### src/rtl/hyperbus_phy_dispatch.sv
// Order FIFO: remembers which PHY each split-mode transfer was routed to.
// Latency: head visible the cycle after push; pop retires the head at the next edge.
// Backpressure: exposes full/empty; push while full and pop while empty are ignored.
module hyperbus_phy_dispatch_fifo #(
  parameter int Width    = 1,
  parameter int LogDepth = 3
) (
  input  logic             clk,
  input  logic             rst,
  input  logic             push,
  input  logic [Width-1:0] wdata,
  input  logic             pop,
  output logic [Width-1:0] rdata,
  output logic             full,
  output logic             empty
);
  localparam int Depth = 2**LogDepth;

  logic [Width-1:0]    mem [Depth];
  logic [LogDepth-1:0] wptr;
  logic [LogDepth-1:0] rptr;
  logic [LogDepth:0]   count;
  logic                do_push;
  logic                do_pop;

  assign full    = (count == (LogDepth+1)'(Depth));
  assign empty   = (count == '0);
  assign do_push = push & ~full;
  assign do_pop  = pop & ~empty;
  assign rdata   = mem[rptr];

  // pointer and occupancy bookkeeping
  always_ff @(posedge clk) begin
    if (rst) begin
      wptr  <= '0;
      rptr  <= '0;
      count <= '0;
    end else begin
      if (do_push) wptr <= wptr + LogDepth'(1);
      if (do_pop)  rptr <= rptr + LogDepth'(1);
      count <= count + (LogDepth+1)'(do_push) - (LogDepth+1)'(do_pop);
    end
  end

  // entry storage; contents are only read while count marks them live
  always_ff @(posedge clk) begin
    if (do_push) mem[wptr] <= wdata;
  end
endmodule

// Dispatcher between the AXI front-end and NumPhys PHYs: ganged broadcast or split per-address routing.
// Latency: zero-cycle combinational issue and return paths; mode changes take effect only when idle.
// Backpressure: upstream ready follows PHY readies, order FIFO space and the outstanding limit.
module hyperbus_phy_dispatch #(
  parameter int NumPhys       = 2,
  parameter int NumChips      = 2,
  parameter int AddrWidth     = 32,
  parameter int BurstWidth    = 16,
  parameter int PhyDataWidth  = 16,
  parameter int SelLsb        = 2,
  parameter int OrderLogDepth = 3
) (
  input  logic                            clk_i,
  input  logic                            rst_i,
  input  logic                            cfg_split_i,
  input  logic [AddrWidth-1:0]            trans_addr_i,
  input  logic                            trans_write_i,
  input  logic [BurstWidth-1:0]           trans_burst_i,
  input  logic [NumChips-1:0]             trans_cs_i,
  input  logic                            trans_valid_i,
  output logic                            trans_ready_o,
  output logic [NumPhys*AddrWidth-1:0]    phy_trans_addr_o,
  output logic [NumPhys-1:0]              phy_trans_write_o,
  output logic [NumPhys*BurstWidth-1:0]   phy_trans_burst_o,
  output logic [NumPhys*NumChips-1:0]     phy_trans_cs_o,
  output logic [NumPhys-1:0]              phy_trans_valid_o,
  input  logic [NumPhys-1:0]              phy_trans_ready_i,
  input  logic [NumPhys*PhyDataWidth-1:0] phy_rx_data_i,
  input  logic [NumPhys-1:0]              phy_rx_last_i,
  input  logic [NumPhys-1:0]              phy_rx_error_i,
  input  logic [NumPhys-1:0]              phy_rx_valid_i,
  output logic [NumPhys-1:0]              phy_rx_ready_o,
  output logic [NumPhys*PhyDataWidth-1:0] rx_data_o,
  output logic                            rx_last_o,
  output logic                            rx_error_o,
  output logic                            rx_valid_o,
  input  logic                            rx_ready_i,
  input  logic [NumPhys-1:0]              phy_b_error_i,
  input  logic [NumPhys-1:0]              phy_b_valid_i,
  output logic [NumPhys-1:0]              phy_b_ready_o,
  output logic                            b_error_o,
  output logic                            b_valid_o,
  input  logic                            b_ready_i,
  output logic                            mode_split_o,
  output logic                            busy_o,
  output logic                            unexpected_o
);
  localparam int SelW = $clog2(NumPhys);
  localparam int CntW = OrderLogDepth + 2;
  localparam logic [CntW-1:0] CntMax = CntW'(2 * (2**OrderLogDepth));

  logic                mode_split;
  logic [CntW-1:0]     outstanding;
  logic [CntW-1:0]     cnt_up;
  logic [CntW-1:0]     cnt_dec;
  logic [CntW-1:0]     cnt_next;
  logic [NumPhys-1:0]  sent;
  logic                unexpected;
  logic                run;
  logic                sat;
  logic [SelW-1:0]     sel;
  logic                type_full;
  logic                trans_hs;
  logic                rx_done;
  logic                b_done;
  logic                rd_push, rd_pop, rd_full, rd_empty;
  logic                wr_push, wr_pop, wr_full, wr_empty;
  logic [SelW-1:0]     rd_head;
  logic [SelW-1:0]     wr_head;

  // while reset is asserted every handshake output is forced low so PHY valids are ignored
  assign run       = ~rst_i;
  assign sat       = (outstanding >= CntMax);
  assign sel       = trans_addr_i[SelLsb +: SelW];
  assign type_full = trans_write_i ? wr_full : rd_full;

  // every PHY sees the same transfer fields; only the valids differ
  assign phy_trans_addr_o  = {NumPhys{trans_addr_i}};
  assign phy_trans_write_o = {NumPhys{trans_write_i}};
  assign phy_trans_burst_o = {NumPhys{trans_burst_i}};
  assign phy_trans_cs_o    = {NumPhys{trans_cs_i}};

  // issue: ganged stream fork or split single-PHY routing; PHY valid is withheld when the
  // transfer cannot be accepted upstream, so no PHY ever receives a duplicate
  always_comb begin
    phy_trans_valid_o = '0;
    trans_ready_o     = 1'b0;
    if (run && !sat) begin
      if (mode_split) begin
        if (!type_full) begin
          phy_trans_valid_o[sel] = trans_valid_i;
          trans_ready_o          = phy_trans_ready_i[sel];
        end
      end else begin
        phy_trans_valid_o = {NumPhys{trans_valid_i}} & ~sent;
        trans_ready_o     = trans_valid_i & (&(sent | (phy_trans_valid_o & phy_trans_ready_i)));
      end
    end
  end

  assign trans_hs = trans_valid_i & trans_ready_o;
  assign rd_push  = mode_split & trans_hs & ~trans_write_i;
  assign wr_push  = mode_split & trans_hs & trans_write_i;

  // read return: join all PHYs when ganged, follow the read-order head when split
  always_comb begin
    rx_valid_o     = 1'b0;
    rx_data_o      = '0;
    rx_last_o      = 1'b0;
    rx_error_o     = 1'b0;
    phy_rx_ready_o = '0;
    if (run) begin
      if (mode_split) begin
        if (!rd_empty) begin
          rx_valid_o                   = phy_rx_valid_i[rd_head];
          rx_data_o[PhyDataWidth-1:0]  = phy_rx_data_i[rd_head*PhyDataWidth +: PhyDataWidth];
          rx_last_o                    = phy_rx_last_i[rd_head];
          rx_error_o                   = phy_rx_error_i[rd_head];
          phy_rx_ready_o[rd_head]      = rx_ready_i & phy_rx_valid_i[rd_head];
        end
      end else begin
        rx_valid_o     = &phy_rx_valid_i;
        rx_data_o      = phy_rx_data_i;
        rx_last_o      = phy_rx_last_i[0];
        rx_error_o     = |phy_rx_error_i;
        phy_rx_ready_o = {NumPhys{rx_ready_i & rx_valid_o}};
      end
    end
  end

  // write response: same join / ordered-select scheme as the read path
  always_comb begin
    b_valid_o     = 1'b0;
    b_error_o     = 1'b0;
    phy_b_ready_o = '0;
    if (run) begin
      if (mode_split) begin
        if (!wr_empty) begin
          b_valid_o              = phy_b_valid_i[wr_head];
          b_error_o              = phy_b_error_i[wr_head];
          phy_b_ready_o[wr_head] = b_ready_i & phy_b_valid_i[wr_head];
        end
      end else begin
        b_valid_o     = &phy_b_valid_i;
        b_error_o     = |phy_b_error_i;
        phy_b_ready_o = {NumPhys{b_ready_i & b_valid_o}};
      end
    end
  end

  assign rx_done = rx_valid_o & rx_ready_i & rx_last_o;
  assign b_done  = b_valid_o & b_ready_i;
  assign rd_pop  = mode_split & rx_done;
  assign wr_pop  = mode_split & b_done;

  hyperbus_phy_dispatch_fifo #(.Width(SelW), .LogDepth(OrderLogDepth)) u_rd_order (
    .clk(clk_i), .rst(rst_i), .push(rd_push), .wdata(sel), .pop(rd_pop),
    .rdata(rd_head), .full(rd_full), .empty(rd_empty)
  );

  hyperbus_phy_dispatch_fifo #(.Width(SelW), .LogDepth(OrderLogDepth)) u_wr_order (
    .clk(clk_i), .rst(rst_i), .push(wr_push), .wdata(sel), .pop(wr_pop),
    .rdata(wr_head), .full(wr_full), .empty(wr_empty)
  );

  // next outstanding count; a read-last and a write response may retire together,
  // and a stray completion never wraps the counter below zero
  always_comb begin
    cnt_up   = outstanding + CntW'(trans_hs);
    cnt_dec  = CntW'(rx_done) + CntW'(b_done);
    cnt_next = (cnt_up >= cnt_dec) ? (cnt_up - cnt_dec) : '0;
  end

  // outstanding transfer counter
  always_ff @(posedge clk_i) begin
    if (rst_i) outstanding <= '0;
    else       outstanding <= cnt_next;
  end

  // ganged fork progress: remembers which PHYs already took the current transfer
  always_ff @(posedge clk_i) begin
    if (rst_i || mode_split || trans_hs) sent <= '0;
    else                                 sent <= sent | (phy_trans_valid_o & phy_trans_ready_i);
  end

  // mode switch only when fully idle so no transfer straddles two modes
  always_ff @(posedge clk_i) begin
    if (rst_i) mode_split <= 1'b0;
    else if (outstanding == '0 && sent == '0 && !trans_hs) mode_split <= cfg_split_i;
  end

  // sticky flag for a PHY response that has no matching order entry
  always_ff @(posedge clk_i) begin
    if (rst_i) unexpected <= 1'b0;
    else if (mode_split && ((rd_empty && |phy_rx_valid_i) || (wr_empty && |phy_b_valid_i)))
      unexpected <= 1'b1;
  end

  assign mode_split_o = mode_split;
  assign busy_o       = (outstanding != '0) | (|sent);
  assign unexpected_o = unexpected;
endmodule
### config.mk
export PLATFORM = sky130hd
export DESIGN_NAME = hyperbus_phy_dispatch
export DESIGN_NICKNAME = d
export VERILOG_FILES = /design/src/rtl/hyperbus_phy_dispatch.sv
export SDC_FILE = /design/constraint.sdc
export NUM_CORES = 1
export LEC_CHECK = 0
export ABC_AREA = 1
export BUFFER_PORTS_ARGS = -buffer_cell sky130_fd_sc_hd__buf_2
export CORE_ASPECT_RATIO = 1.4
export CORE_MARGIN = 2
export CORE_UTILIZATION = 30
export CTS_BUF_LIST = sky130_fd_sc_hd__clkbuf_4 sky130_fd_sc_hd__clkbuf_8
export DETAILED_ROUTE_END_ITERATION = 16
export GPL_TIMING_DRIVEN = 0
export SYNTH_ARGS = -nofsm -noshare
export SYNTH_HDL_FRONTEND = slang
export SYNTH_HIERARCHICAL = 1
export SYNTH_SLANG_ARGS = --single-unit
### constraint.sdc
create_clock -name clk_i -period 2.9 [get_ports clk_i]
set_clock_uncertainty 0.15 [all_clocks]
set_input_delay 0.145 -clock clk_i [delete_from_list [all_inputs] [get_ports clk_i]]
set_output_delay 0.145 -clock clk_i [all_outputs]
set_load 0.01 [all_outputs]
==> results of run 1 <==
[layer usage]
layer / track usage [%] / wire (µm) / vias up
met3: 6.893 / 1680 / 10
met5: 0 / 0 / -
met2: 33.39 / 7132 / 199
met4: 4.552 / 223 / 0
li1: - / - / 2275
met1: 22.18 / 6032 / 1982
[synthesized netlist by cell type]
library cell  count  area, µm²
xnor2_1           2      17.52
buf_4           103      773.2
o21a_1            1      7.510
nand4_1           2      12.51
dfxtp_1          35      700.7
inv_2             1      3.750
xor2_1            5      43.79
nand2_4           1      11.26
buf_1             1      3.750
nand3_1          25      125.1
nor3_2            1      10.01
fa_1              3      60.06
nand2_1         114      427.9
o21ai_0           6      30.03
nor3_1           19      95.09
edfxtp_1         16      480.5
or3_4             1      11.26
nand3_2           2      20.02
clkinv_4          1      8.760
ha_1             19      237.7
clkbuf_1          4      15.01
a21boi_1          2      15.01
a21oi_1          13      65.06
nand2_2           9      56.30
nor2_4            2      22.52
a211oi_1          2      15.01
nand3b_1          5      37.54
a21boi_2          2      22.52
inv_1            85      319.1
or2_2             5      31.28
buf_2             2      10.01
o41ai_1           1      8.760
nor2_1          126      473.0
[cells by family (layout without fill, tap and decap cells)]
logic type | Yosys count | count (layout) | share of synthesized area, %
buffers and inverters | 197 | 442 | 27.17
AOI/OAI and AO/OA | 27 | 27 | 3.929
and+or+nand+nor | 312 | 312 | 31.97
adders and majority gates | 22 | 22 | 7.139
DFF | 51 | 51 | 28.31
xor gates and xnor gates | 7 | 7 | 1.470
[final cells by class]
class	instances	area share [%]
inverters	87	5.561
multi-input cells	368	34.97
plain buffers	110	13.15
well taps	185	3.796
flip-flops and latches	51	19.64
clock inverters	1	0.4925
repair buffers	238	21.14
clock buffers	6	1.252
[worst max-delay path, cell delays in order (launching register included)]
cell and delay, ns:
dfxtp_4 0.39, inv_4 0.05, nand2_1 0.05, nand3_1 0.06
nand2_1 0.08, nand2_1 0.06, nand2_2 0.12, nand2_4 0.08
clkinv_4 0.07, nor2_1 0.03, or3_4 0.40, nor3_4 0.17
a21boi_4 0.23, nand2_2 0.08, nand2_2 0.07, ha_4 0.13
inv_2 0.03, fa_2 0.51, nor2_1 0.04
[layout by cell type (no fill, tap or decap), types with 7 or more instances in the layout]
master and instances:
ha_1 10, buf_2 202, edfxtp_1 16, nand3_1 20
dfxtp_1 26, inv_2 9, nor2_1 120, nor3_1 18
ha_4 7, nor2_4 7, nand2_1 101, inv_1 74
buf_4 140, a21oi_1 12, dfxtp_2 7, nand3_2 7
nand2_2 17
[metrics by stage]
| stage | total power, mW | instances | setup WS, ns | util, % | cell area [µm²] |
|---|---|---|---|---|---|
| 3_3_place_gp | 1.855 | 1001 | -0.3766 | 39.30 | 5416 |
| 4_1_cts | 2.405 | 1026 | -0.05455 | 42.24 | 5822 |
| 3_5_place_dp | 1.857 | 1001 | -0.3721 | 39.30 | 5416 |
| 6_report | 2.437 | 1046 | 0.007475 | 44.24 | 6097 |
| 5_1_grt | 2.586 | 1046 | -0.09442 | 44.24 | 6097 |
| 2_1_floorplan | 1.451 | 616 | 0.01219 | - | 4184 |
[worst max-delay path by stage]
stage,endpoint,slack (ns)
finish,u_rd_order/count[1],0.007
global route,u_rd_order/count[1],-0.09
CTS,u_rd_order/count[1],-0.05
detailed placement,u_rd_order/count[1],-0.37
global placement,u_rd_order/count[2],-0.38
floorplan,u_rd_order/count[2],0.01
[timing repair]
action | 4_1_cts | 5_1_grt
setup endpoints to repair | 12 | 12
hold endpoints to repair | 6 | 1
gates resized for setup | 47 | 35
setup buffers | 18 | 19
pin swaps | 14 | 22
[power by group]
group	internal (mW)	switching (mW)	total [mW]
logic	0.480	0.644	1.12
clock network	0.263	0.236	0.499
registers	0.766	0.0479	0.814
==> flow_metrics.env, run 1 <==
export IMPL_status="finished with violations"
export IMPL_failed_checks="negative hold slack"
export IMPL_crit_type="flip-flop to flip-flop"
export IMPL_drc=0
export IMPL_leakagePower_nw=3.293
export IMPL_hold_path_startpoint="rst_i"
export IMPL_holdPathEnd="u_wr_order/count[1]"
export IMPL_gr_usage_all_layers_pct=19.01
export IMPL_clkTransAtPathRegs_ns=0.10
export IMPL_viasPerCell=4.270
export IMPL_die_h_um=143.5
export IMPL_synth_cell_area_um2=4172
export IMPL_synth_avg_cell_area_um2=6.772
export IMPL_initial_core_util_pct=30.27
export IMPL_clockBufferDepth=2
export IMPL_cp_required_ns=2.98
export IMPL_syn2layout_area_growth_pct=46.16
export IMPL_numPortBuffers=200
export IMPL_overflow=0
export IMPL_drt_iter0_markers=200
export IMPL_hold_depth=2
export IMPL_min_period_ns=2.893
export IMPL_relSlewSlack_pct=57.37
export IMPL_via_count=4466
export IMPL_grt_pass1_wl_mm=21.62
export IMPL_reg2reg_slack_ns=0.007
export IMPL_wirelength_mm=15.07
export IMPL_rsz0062_at_grt="yes"
export IMPL_antenna_found_initial=0
export IMPL_r2r_cells=18
export IMPL_synth_seq_area_share_pct=28.31
export IMPL_dp_hpwl_mm=12.68
export IMPL_cp_end_kind="flip-flop"
export IMPL_ant_nets=0
export IMPL_tightest_slew_ns=0.6312
export IMPL_final_hold_worst_slack_ns=-0.02168
export IMPL_drive_above_1_share_pct=50.41
export IMPL_drt_wirelength_per_cell_um=14.41
export IMPL_gp_congestion=0.8706
export IMPL_finalHoldViolCount=5
export IMPL_grt_pass1_vias=4022
export IMPL_grt_max_degree=22
export IMPL_setup_tns_ns=0
export IMPL_power_density_nw_per_um2=399.6
export IMPL_synthCells=616
export IMPL_ys_types=33
export IMPL_cap_violations=0
export IMPL_vdd_drop_max_mv=0.2682
export IMPL_min_path_type="input pin to flip-flop"
export IMPL_r2r_end="u_rd_order/count[1]"
export IMPL_core_um2=13780
export IMPL_clock_latency_ns=0.32
export IMPL_cts_root_buf="clkbuf_8"
export IMPL_crit_fanout=5
export IMPL_cts_sinks=51
export IMPL_syn_nets=739
export IMPL_yosysWarnings=6
export IMPL_num_rows=51
export IMPL_startpoint_type="flip-flop"
export IMPL_worstPathArrival_ns=2.97
export IMPL_cts_tree="yes"
export IMPL_fin_crit_sh_pct=99.74
export IMPL_slew_viol_final=0
export IMPL_antennaDiodeCount=0
export IMPL_htree_levels=2
export IMPL_ios=250
export IMPL_ff_latch_area_um2=1197
export IMPL_nets=984
export IMPL_firstDrtPassIters=4
export IMPL_ys_ff_latch=51
export IMPL_fmax_ghz=0.3457
export IMPL_die_x_um=103.7
export IMPL_fill_cells=1452
export IMPL_setup_viol=0
export IMPL_cts_inserted_buffers=5
export IMPL_die_area_um2=14880
export IMPL_multi_input_area_um2=2132
Note: power is estimated with default switching activity, not from simulation.
==> run 2: changes to the inputs <==
--- a/config.mk
+++ b/config.mk
@@ -6,7 +6,9 @@
 export NUM_CORES = 1
 export LEC_CHECK = 0
 export ABC_AREA = 1
+export ABC_CLOCK_PERIOD_IN_PS = 2900
 export BUFFER_PORTS_ARGS = -buffer_cell sky130_fd_sc_hd__buf_2
+export CAP_MARGIN = 10
 export CORE_ASPECT_RATIO = 1.4
 export CORE_MARGIN = 2
 export CORE_UTILIZATION = 30
==> constraint.sdc (replaced) <==
create_clock -name clk_i -period 2.9 [get_ports clk_i]
set_clock_uncertainty 0.15 [all_clocks]
set_input_delay 0.145 -clock clk_i [delete_from_list [all_inputs] [get_ports clk_i]]
set_output_delay 0.145 -clock clk_i [all_outputs]
set_load 0.05 [all_outputs]
==> run 2 against run 1 <==
The flow now finishes without violations. Highest routed layer unchanged. Clock power decreased by 2%. Count of clock-buffer cells in the layout down 1. Fmax down 0.19%. First-iteration DRC count fell by 29%. Worst setup slack worse by 0.0054 ns. Critical path type unchanged. Die area stayed put. Sequential power hardly changed. Global-route usage up 0.16 points. Register-to-register slack is essentially flat. Wire length hardly changed.
==> flow_metrics.env, run 2 (synthesis results as in run 1) <==
export IMPL_worstPathArrival_ns=2.95
export IMPL_hold_depth=2
export IMPL_slew_viol_final=0
export IMPL_vdd_drop_max_mv=0.3052
export IMPL_crit_fanout=5
export IMPL_grt_pass1_wl_mm=21.68
export IMPL_fin_crit_sh_pct=99.93
export IMPL_cp_required_ns=2.95
export IMPL_setup_viol=0
export IMPL_gp_congestion=0.8886
export IMPL_finalHoldViolCount=0
export IMPL_antenna_found_initial=0
export IMPL_layout_common_cells="202 x buf_2, 142 x buf_4, 118 x nor2_1, 98 x nand2_1, 71 x inv_1"
export IMPL_drt_wirelength_per_cell_um=14.39
export IMPL_final_common_cell="buf_2"
export IMPL_power_density_nw_per_um2=500.6
export IMPL_drt_iter0_markers=142
export IMPL_cap_violations=0
export IMPL_clock_latency_ns=0.31
export IMPL_crit_type="flip-flop to flip-flop"
export IMPL_clockBufferDepth=2
export IMPL_dp_hpwl_mm=12.60
export IMPL_overflow=0
export IMPL_initial_core_util_pct=30.27
export IMPL_drive_above_1_share_pct=51.51
export IMPL_gr_usage_all_layers_pct=19.17
export IMPL_cts_tree="yes"
export IMPL_cts_root_buf="clkbuf_8"
export IMPL_cts_sinks=51
export IMPL_antennaDiodeCount=0
export IMPL_power_total_mw=3.082
export IMPL_pre_cts_slack_ns=-0.4418
export IMPL_die_x_um=103.7
export IMPL_die_h_um=143.5
export IMPL_rsz0062_at_grt="yes"
export IMPL_viasPerCell=4.252
export IMPL_r2r_cells=18
export IMPL_r2r_end="u_rd_order/count[1]"
export IMPL_htree_levels=2
export IMPL_critPathSlowestCell="fa_2"
export IMPL_via_count=4452
export IMPL_die_area_um2=14880
export IMPL_wirelength_mm=15.07
export IMPL_cp_end_kind="flip-flop"
export IMPL_num_rows=51
export IMPL_ant_nets=0
export IMPL_holdPathEnd="u_rd_order/count[0]"
export IMPL_status="complete, no violations"
export IMPL_cpMostUsedCell="nand2_2"
export IMPL_startpoint_type="flip-flop"
export IMPL_fmax_ghz=0.3451
export IMPL_cts_inserted_buffers=5
export IMPL_ios=250
export IMPL_setup_tns_ns=0
export IMPL_nets=985
export IMPL_firstDrtPassIters=4
export IMPL_numPortBuffers=200
export IMPL_min_path_type="input pin to flip-flop"
export IMPL_cp_cell_sequence="inv_4 -> nand2_2 -> nand3_2 -> nand2_2 -> nand2_2 -> nand2_4 -> nand2_4 -> clkinv_4 -> nor2_2 -> or3_4 -> nor3_4 -> a21boi_4 -> nand2_2 -> nand2_1 -> ha_2 -> inv_2 -> fa_2 -> nor2_2"
export IMPL_min_period_ns=2.898
export IMPL_tightest_slew_ns=0.6505
export IMPL_worst_slack_ns=0.002047
export IMPL_core_um2=13780
export IMPL_grt_pass1_vias=3920
export IMPL_drc=0
export IMPL_cts_hold_buf=0
export IMPL_clkTransAtPathRegs_ns=0.09
export IMPL_syn2layout_area_growth_pct=47.60
export IMPL_hold_path_startpoint="rst_i"
export IMPL_relSlewSlack_pct=56.37
export IMPL_reg2reg_slack_ns=0.002
export IMPL_cpPeakStageDelay_ns=0.53
export IMPL_grt_max_degree=22
export IMPL_leakagePower_nw=3.315
## run 2: changes by cell type in the layout (fill, tap and decap cells not counted), sizes merged
| cell | previous run | this run |
|---|---|---|
| clkinvlp | 0 | 1 |
| clkbuf | 10 | 8 |
| dlygate4sd3 | 1 | 0 |
| buf | 343 | 346 |
## run 2: final cells by class
cell class / instances / area, µm²
Clock buffer: 5 / 68.82
Buffer: 109 / 798.3
Inverter: 87 / 341.6
Tap cell: 185 / 231.5
Timing Repair Buffer: 240 / 1305
Fill cell: 1453 / 7626
Multi-Input combinational cell: 368 / 2180
Clock inverter: 2 / 37.54
Sequential cell: 51 / 1195
## run 2: power by group
| group | internal, mW | total [mW] | switching, mW |
|---|---|---|---|
| Sequential | 0.768 | 0.817 | 0.0490 |
| Combinational | 0.512 | 1.78 | 1.26 |
| Clock | 0.252 | 0.490 | 0.238 |
| Total | 1.53 | 3.08 | 1.55 |
## run 2: per-layer routing
metal  vias up  GRT usage (%)  part of all wire, %
li1       2290              -                    -
met1      1964          20.20                   37
met2       181          32.35                   46
met3        17          11.66                   15
met4         0          5.477                  1.9
met5         -              0                    0
## run 2: what timing repair did
item,CTS,global route
buffers inserted,16,24
gates resized for setup,38,48
pin swaps,8,28
setup endpoints to repair,13,15
## run 2: worst max-delay path by stage
stage / slack, ns / to / start / depth (start not counted)
after floorplan: 0.004 / u_rd_order/count[1] / flip-flop / 19
after global placement: -0.40 / u_wr_order/count[2] / flip-flop / 23
after detailed placement: -0.44 / u_rd_order/count[1] / u_rd_order/count[2] / 21
after CTS: -0.003 / u_rd_order/count[1] / flip-flop / 18
after global routing: -0.13 / u_rd_order/count[2] / u_rd_order/mem[2] / 18
final: 0.002 / u_rd_order/count[1] / flip-flop / 18
## run 2: per-stage QoR
step | utilization (%) | cell area (µm²) | std cells | hold slack [ns]
CTS | 42.30 | 5831 | 1024 | 0.009101
finish | 44.67 | 6157 | 1047 | 0.01847
global route | 44.67 | 6157 | 1047 | 0.03363
global placement | 39.52 | 5446 | 1001 | 0.3160
detailed placement | 39.52 | 5446 | 1001 | 0.3304
floorplan | - | 4214 | 616 | 0.06169
## run 2: critical path: cells and delay by family, from the launching register on
family | cells | cell delay, ns
flip-flops | 1 | 0.39
buffers and inverters | 3 | 0.15
AO/OA/AOI/OAI | 1 | 0.21
adder cells (fa/ha/maj) | 2 | 0.71
AND/OR/NAND/NOR | 12 | 1.19
==> run 3: changes to the inputs <==
--- a/config.mk
+++ b/config.mk
@@ -9,7 +9,7 @@
 export ABC_CLOCK_PERIOD_IN_PS = 2900
 export BUFFER_PORTS_ARGS = -buffer_cell sky130_fd_sc_hd__buf_2
 export CAP_MARGIN = 10
-export CORE_ASPECT_RATIO = 1.4
+export CORE_ASPECT_RATIO = 2
 export CORE_MARGIN = 2
 export CORE_UTILIZATION = 30
 export CTS_BUF_LIST = sky130_fd_sc_hd__clkbuf_4 sky130_fd_sc_hd__clkbuf_8
@@ -17,5 +17,4 @@
 export GPL_TIMING_DRIVEN = 0
 export SYNTH_ARGS = -nofsm -noshare
 export SYNTH_HDL_FRONTEND = slang
-export SYNTH_HIERARCHICAL = 1
 export SYNTH_SLANG_ARGS = --single-unit
==> run 3 against run 2 <==
Wire length increased by 3.0%. Design area down 4.1%. Synthesized cell count shrank 4.7%. First-iteration DRC count up 23%. Flip-flop and latch count is the same. Combinational power down 14%. Via count shrank 2.2%. Count of clock-buffer cells in the layout unchanged. Clock power is 8.2% lower. Fmax up 4.6%. Worst hold slack better by 0.013 ns. Critical path type unchanged. Largest power group unchanged. Highest routed layer unchanged.
==> flow_metrics.env, run 3 <==
export IMPL_status="complete, no violations"
export IMPL_wirelength_mm=15.51
export IMPL_drt_wirelength_per_cell_um=15.57
export IMPL_clkTransAtPathRegs_ns=0.11
export IMPL_num_rows=61
export IMPL_htree_levels=2
export IMPL_power_density_nw_per_um2=474.6
export IMPL_crit_type="flip-flop to flip-flop"
export IMPL_yosysWarnings=0
export IMPL_placed_cells=976
export IMPL_ys_flop_type="dfxtp_1"
export IMPL_utilization_pct=42.72
export IMPL_synthCells=587
export IMPL_antennaDiodeCount=0
export IMPL_clockBufferDepth=2
export IMPL_r2r_end="outstanding[0]"
export IMPL_gr_usage_all_layers_pct=19.90
export IMPL_worstPathArrival_ns=2.83
export IMPL_synth_cell_area_um2=4202
export IMPL_synth_edf_count=16
export IMPL_cts_root_buf="clkbuf_8"
export IMPL_synth_compound_area_share_pct=9.291
export IMPL_antenna_found_initial=0
export IMPL_netlist_area_leader_share_pct=18.40
export IMPL_via_count=4356
export IMPL_pre_cts_slack_ns=-0.2304
export IMPL_finalHoldViolCount=0
export IMPL_grt_busiest_layer="met2"
export IMPL_synthSimpleGateAreaFrac_pct=25.04
export IMPL_initial_core_util_pct=30.41
export IMPL_synth_xor_area_share_pct=1.668
export IMPL_synth_avg_cell_area_um2=7.158
export IMPL_relSlewSlack_pct=65.78
export IMPL_cts_sinks=51
export IMPL_drc=0
export IMPL_numPortBuffers=200
export IMPL_min_period_ns=2.770
export IMPL_fmax_ghz=0.3610
export IMPL_yosysMostFrequentCell="buf_4"
export IMPL_cap_violations=0
export IMPL_final_cells=996
export IMPL_hold_path_startpoint="b_ready_i"
export IMPL_gp_congestion=0.8652
export IMPL_grt_max_degree=21
export IMPL_fill_cells=1463
export IMPL_grt_use_met2_pct=36.10
export IMPL_synth_common_cells="103 x buf_4, 95 x nor2_1, 88 x nand2_1"
export IMPL_final_common_cell="buf_2"
export IMPL_min_path_type="input pin to flip-flop"
export IMPL_fin_crit_sh_pct=95.51
export IMPL_synthMuxAreaShare_pct=0
export IMPL_cp_required_ns=2.96
export IMPL_critPathSlowestCell="dfxtp_4"
export IMPL_yosysTopAreaCell="buf_4"
export IMPL_vdd_drop_max_mv=0.2166
export IMPL_synthArstFlopShare_pct=0
export IMPL_syn_nets=712
export IMPL_synth_top_cells_by_area="buf_4 18%, dfxtp_1 17%, edfxtp_1 11%"
export IMPL_die_h_um=171.4
export IMPL_cts_inserted_buffers=5
export IMPL_dp_hpwl_mm=13.58
export IMPL_core_um2=13810
export IMPL_drt_iter0_markers=175
export IMPL_startpoint_type="flip-flop"
export IMPL_holdPathEnd="u_wr_order.rptr[2]"
export IMPL_viasPerCell=4.373
export IMPL_overflow=0
export IMPL_ios=250
export IMPL_slew_viol_final=0
export IMPL_gr_usage_met1_pct=18.69
export IMPL_layout_common_cells="204 x buf_2, 113 x buf_4, 92 x nor2_1, 80 x nand2_1, 74 x inv_1"
export IMPL_ys_types=44
export IMPL_hold_depth=3
export IMPL_crit_fanout=5
export IMPL_grt_pass1_wl_mm=21.76
export IMPL_die_area_um2=15020
export IMPL_drive_above_1_share_pct=49.44
export IMPL_synth_seq_area_share_pct=28.11
export IMPL_synth_top_family_by_area="buffers and inverters"
export IMPL_die_x_um=87.68
export IMPL_nets=931
export IMPL_cpPeakStageDelay_ns=0.40
export IMPL_grt_pass1_vias=3997
export IMPL_worst_slack_ns=0.1302
export IMPL_syn2layout_area_growth_pct=40.47
export IMPL_ant_nets=0
export IMPL_leakagePower_nw=3.090
export IMPL_rsz0062_at_grt="yes"
export IMPL_met3_usage_pct=10.08
export IMPL_ys_ff_latch=51
export IMPL_yosys_area_share_adder_pct=7.683
export IMPL_setup_viol=0
export IMPL_cp_end_kind="flip-flop"
export IMPL_cp_cell_sequence="inv_4 -> or2_0 -> nand2_1 -> nand3_4 -> nand3_4 -> nand2_4 -> nand2_8 -> nand2_4 -> nor3_4 -> ha_4 -> inv_2 -> ha_4 -> nand2_2 -> o21ai_2 -> or2_4 -> o31ai_4 -> nor2_1"
export IMPL_cts_tree="yes"
export IMPL_firstDrtPassIters=4
export IMPL_r2r_cells=17
export IMPL_tightest_slew_ns=0.5133
export IMPL_clock_latency_ns=0.33
export IMPL_reg2reg_slack_ns=0.13
export IMPL_final_hold_worst_slack_ns=0.03192
run 3: cell count changes after synthesis, moves of 5 or more:
cell,change
a21oi_1,+12
a22oi_1,+16
nand2_1,-26
nand2_2,-7
nand3_1,-5
nor2_1,-31
run 3: critical path, delay by kind of cell (launching register included):
family	cells	cell delay (ns)
fa+ha+maj	2	0.38
compound gates	2	0.36
buf+inv	2	0.08
flops	1	0.40
simple gates	11	1.29
run 3: stage by stage:
stage | TNS, ns | power, mW | instance area, µm²
final | 0 | 2.801 | 5902
after global routing | -0.08887 | 2.938 | 5902
after CTS | 0 | 2.783 | 5731
after detailed placement | -1.163 | 2.303 | 5484
after global placement | -0.9901 | 2.296 | 5484
after floorplan | 0 | 1.947 | 4247
run 3: cell families after synthesis:
group / count (synthesis)
AOI/OAI and AO/OA: 61
xor gates and xnor gates: 8
adders and majority gates: 24
buffers and inverters: 204
DFF: 51
and+or+nand+nor: 239
run 3: worst max-delay path by stage:
stage,start,to,cells past startpoint
after floorplan,mode_split_o,outstanding[2],16
after global placement,mode_split_o,outstanding[3],16
after detailed placement,mode_split_o,outstanding[3],16
after CTS,u_rd_order.count[2],outstanding[3],18
after global routing,flip-flop,outstanding[0],17
final,flip-flop,outstanding[0],17
run 3: metal layers:
layer  wire (µm)  share of wire, %
met1        5183                33
met2        7784                50
met3        2082                13
met4         461               3.0
met5           0                 0
run 3: what timing repair did:
action                                  CTS  global route
pin swaps                                 9            14
setup buffers                             6             5
gates resized for setup                  25            32
hold endpoints to repair                  3             0
hold buffers                              3             0
endpoints found under the setup margin    8            12
cloned                                    0             0
run 3: cell type report:
type	instances	area [µm²]	share of cell area [%]
Multi-Input combinational cell	332	2082	35.28
Sequential cell	51	1195	20.25
Timing Repair Buffer	214	1114	18.87
Buffer	114	845.8	14.33
Inverter	88	336.6	5.703
Tap cell	189	236.5	4.007
Clock buffer	5	68.82	1.166
Clock inverter	3	23.77	0.4028
run 3: power breakdown:
group	internal [mW]	total, mW	switching (mW)	leakage [nW]
Clock	0.177	0.450	0.272	0.0495
Sequential	0.772	0.819	0.0470	0.430
Combinational	0.435	1.53	1.10	2.61
Total	1.38	2.80	1.42	3.09
